## config.mk

```make
export PLATFORM = sky130hd
export DESIGN_NAME = extend_unit
export DESIGN_NICKNAME = d
export VERILOG_FILES = /design/src/rtl/extend_unit.sv
export SDC_FILE = /design/constraint.sdc
export NUM_CORES = 1
export LEC_CHECK = 0
export ABC_AREA = 1
export ABC_CLOCK_PERIOD_IN_PS = 910
export CAP_MARGIN = 30
export CELL_PAD_IN_SITES_DETAIL_PLACEMENT = 1
export CELL_PAD_IN_SITES_GLOBAL_PLACEMENT = 1
export CORE_MARGIN = 8
export CORE_UTILIZATION = 40
export CTS_BUF_LIST = sky130_fd_sc_hd__clkbuf_8
export DETAILED_ROUTE_END_ITERATION = 10
export DONT_BUFFER_PORTS = 1
export PLACE_DENSITY_LB_ADDON = 0.1
export SETUP_SLACK_MARGIN = 0.5
export SLEW_MARGIN = 20
export SYNTH_ARGS = -nofsm -noshare
export SYNTH_HDL_FRONTEND = slang
export SYNTH_SLANG_ARGS = --single-unit
```

## constraint.sdc

```tcl
create_clock -name clk -period 0.91 [get_ports clk]
set_input_delay 0.1365 -clock clk [delete_from_list [all_inputs] [get_ports clk]]
set_output_delay 0.1365 -clock clk [all_outputs]
set_load 0.01 [all_outputs]
```

## src/rtl/extend_unit.sv

```systemverilog
// Immediate extender: decodes the I/S/B/J immediate from instruction bits [31:7]
// and presents the sign-extended result one cycle later, holding it while idle.
module extend_unit (
    input  logic        clk,
    input  logic        rst,
    input  logic [31:7] instr,
    input  logic [1:0]  immsrc,
    input  logic        in_valid,
    output logic [31:0] immext,
    output logic        out_valid
);

    typedef enum logic [1:0] {
        IMM_I = 2'b00,
        IMM_S = 2'b01,
        IMM_B = 2'b10,
        IMM_J = 2'b11
    } imm_fmt_e;

    logic [31:0] decoded;
    logic [31:0] immext_d, immext_q;
    logic        valid_d, valid_q;

    always_comb begin
        decoded = 32'h0000_0000;
        case (imm_fmt_e'(immsrc))
            IMM_I: decoded = {{20{instr[31]}}, instr[31:20]};
            IMM_S: decoded = {{20{instr[31]}}, instr[31:25], instr[11:7]};
            IMM_B: decoded = {{19{instr[31]}}, instr[31], instr[7], instr[30:25],
                              instr[11:8], 1'b0};
            IMM_J: decoded = {{11{instr[31]}}, instr[31], instr[19:12], instr[20],
                              instr[30:21], 1'b0};
            default: decoded = 32'h0000_0000;
        endcase
    end

    // An idle cycle keeps the last immediate visible but drops out_valid.
    always_comb begin
        immext_d = immext_q;
        valid_d  = 1'b0;
        if (in_valid) begin
            immext_d = decoded;
            valid_d  = 1'b1;
        end
    end

    always_ff @(posedge clk) begin
        if (rst) begin
            immext_q <= 32'h0000_0000;
            valid_q  <= 1'b0;
        end else begin
            immext_q <= immext_d;
            valid_q  <= valid_d;
        end
    end

    assign immext    = immext_q;
    assign out_valid = valid_q;

endmodule

```

==> results of run 1 <==
-- flip-flops by register name, summed over array words and instances (netlist names) --
| name | flops |
|---|---|
| immext | 21 |
| out_valid | 1 |
-- worst register-to-register path, cell delays in order, from the launching register on --
cell     delay, ps
dfxtp_4        360
buf_4          120
buf_4          120
buf_6          100
nand3_2         50
nand2_1         40
-- area by class of cell --
class                      count  share of cell area [%]
inverter                      26                    8.13
tap                           31                    3.15
timing repair buffer           4                    3.76
sequential                    22                    40.7
multi-input combinational     97                    39.8
clock buffer                   4                    4.47
-- final timing paths --
check / from / end / slack [ps] / depth (start not counted)
worst max-delay path: immext[30] / immext[21] / -30 / 1
worst min-delay path: rst / out_valid / -50 / 1
worst max register to register: immext[30] / immext[30] / 20 / 5
worst min register to register: immext[5] / immext[5] / 520 / 2
-- stage by stage --
stage,setup TNS [ps],hold slack (ps),worst slack (ps)
floorplan,0,239,210
CTS,-471,-59.6,-39.5
global placement,0,218,181
global route,-786,-62.7,-63.6
detailed placement,0,220,182
finish,-361,-54.8,-30.7
-- metal layers --
| metal | global-route usage, % | vias up | wire [um] |
|---|---|---|---|
| met1 | 13.6 | 421 | 1100 |
| li1 | - | 459 | - |
| met3 | 5.07 | 2 | 293 |
| met4 | 3.84 | 0 | 21 |
| met5 | 0 | - | 0 |
| met2 | 20.9 | 30 | 1300 |
-- cells by family (layout without fill, tap and decap cells) --
logic type	Yosys count	count (layout)	synth area share, %
simple gates	82	82	32.5
buf+inv	42	34	19.8
flops	22	22	40.7
compound gates	15	15	6.94
-- power breakdown --
part	switching, mW	leakage (nW)	internal [mW]
combinational	0.146	0.402	0.118
sequential	0.0910	0.193	1.03
clock	0.316	0.0288	0.385
-- cell usage in the layout, fill, tap and decap left out, types with 2 or more instances in the layout --
master,count
nor2_2,7
o21ai_2,5
buf_4,2
nor2_1,39
dfxtp_2,9
nor2_4,3
dfxtp_4,13
nand2_4,2
inv_1,24
o21ai_1,9
nand2_2,4
clkbuf_8,4
nand2_1,12
nand3_1,14
-- what timing repair did --
item | in CTS | in global routing
gates cloned | 0 | 0
endpoints found under the setup margin | 54 | 54
resized for setup | 10 | 25
pin swaps | 21 | 5
buffers inserted | 2 | 1
endpoints found under the hold margin | 2 | 1
==> insert_results.sql, run 1 <==
INSERT INTO impl_metrics (metric_group, metric, value, unit) VALUES
('yosys', 'async_reset_ff_share', '0', '%'),
('yosys', 'ys_dominant_reg_cell', 'dfxtp_1', ''),
('clock_tree', 'clkLatencyLatePin', '250', 'ps'),
('place', 'dp_hpwl', '2120', 'um'),
('global_route', 'grt-ovfl-total', '0', ''),
('global_route', 'first_global_vias', '983', ''),
('cells_and_area', 'area_growth_syn_to_layout', '13.9', '%'),
('timing', 'finalSetupViolations', '12', ''),
('setup_path', 'critPathTopFamily', 'flip-flops', ''),
('timing', 'slew_viol_final', '0', ''),
('routing', 'avgViaCountPerCell', '4.96', ''),
('yosys', 'yosys-top-cells-area', 'dfxtp_1 (41%), nor2_1 (17%), buf_4 (8.3%)', ''),
('yosys', 'synth-seq-cells', '22', ''),
('cells_and_area', 'layout.nets', '184', ''),
('cells_and_area', 'num-fill-cells', '343', ''),
('setup_path', 'endpoint_kind', 'output port', ''),
('clock_tree', 'cts_root_buffer', 'clkbuf_8', ''),
('yosys', 'yosysMostFrequentCell', 'nor2_1', ''),
('timing', 'final_critical_path_setup_slack', '-30.7', 'ps'),
('timing', 'finClkSkew', '0', 'ps'),
('timing', 'setup_repair_after_global_routing_missed_its_margin', 'yes', ''),
('timing', 'period_minus_slack', '941', 'ps'),
('setup_path', 'crit_slowest_cell', 'dfxtp_4', ''),
('run_status', 'run_status', 'complete, but fails checks', ''),
('min_path', 'holdCritPathClass', 'in2reg', ''),
('die', 'die_w', '68.0', 'um'),
('yosys', 'synth_area_per_cell', '6.71', 'um^2'),
('routing', 'wire_per_inst', '14.8', 'um'),
('timing', 'fmax', '1.06', 'GHz'),
('clock_tree', 'cts_tree', 'yes', ''),
('run_status', 'violations', 'hold timing, setup timing', ''),
('die', 'pin_count', '63', ''),
('pwr', 'report.power.total', '2.09', 'mW'),
('clock_tree', 'cts-buffers-inserted', '3', ''),
('timing', 'timing_hold_violations_final', '2', ''),
('yosys', 'area_of_the_mapped_netlist', '1080', 'um^2'),
('die', 'placeableCoreArea', '2660', 'um^2'),
('yosys', 'seq_area_frac_synth', '40.7', '%'),
('clock_tree', 'cts.clk_slew.worst_paths', '80', 'ps'),
('yosys', 'yosysTopAreaCellShare', '40.7', '%'),
('routing', 'drt-total-wl', '2720', 'um'),
('yosys', 'synth.yosys.warnings', '0', ''),
('die', 'start_util', '40.6', '%'),
('routing', 'drt-initial-drc-count', '16', ''),
('place', 'placed_cells_incl_taps', '177', ''),
('setup_path', 'worst_path_maximum_fanout', '12', ''),
('routing', 'drt_pass1_iterations', '2', ''),
('yosys', 'yosys.area.top_type', 'dfxtp_1', ''),
('cells_and_area', 'multi_input_comb_area', '490', 'um^2'),
('routing', 'drt_drc_violations_left', '0', ''),
('die', 'dieHeight', '68.0', 'um'),
('setup_path', 'critical_path.startpoint_type', 'flip-flop', ''),
('timing', 'max_slew_headroom', '79.5', '%'),
('yosys', 'synth_commonest_cells', 'nor2_1 (49), inv_1 (24), dfxtp_1 (22)', ''),
('clock_tree', 'clock_sink_count', '22', ''),
('routing', 'vias_after_detailed_routing', '912', ''),
('cells_and_area', 'num_antenna_cells', '0', ''),
('setup_path', 'crit_path_max_incr_delay', '360', 'ps'),
('place', 'dpl-instance-area', '1050', 'um^2'),
('yosys', 'synthesis.instances', '161', ''),
('flow_run', 'max_cap_viols', '0', ''),
('yosys', 'synth_cell_type_count', '15', ''),
('timing', 'hold_ws', '-54.8', 'ps'),
('global_route', 'grt_max_degree', '28', ''),
('cells_and_area', 'fin_util', '46.2', '%'),
('routing', 'ant_nets', '0', ''),
('place', 'gp_congestion', '0.726', ''),
('cells_and_area', 'stdcell_count', '184', ''),
('clock_tree', 'max-clock-path-buffers', '2', ''),
('setup_path', 'critPathArrivalTime', '800', 'ps'),
('cells_and_area', 'ff_latch_area', '500', 'um^2');
(Power assumes the default switching activity.)
==> run 2, diff against run 1 <==
--- a/config.mk
+++ b/config.mk
@@ -13,6 +13,7 @@
 export CORE_MARGIN = 8
 export CORE_UTILIZATION = 40
 export CTS_BUF_LIST = sky130_fd_sc_hd__clkbuf_8
+export CTS_CLUSTER_SIZE = 14
 export DETAILED_ROUTE_END_ITERATION = 10
 export DONT_BUFFER_PORTS = 1
 export PLACE_DENSITY_LB_ADDON = 0.1
==> results of run 2 <==
The final DEF is identical to that of run 1; final timing and power are the same.
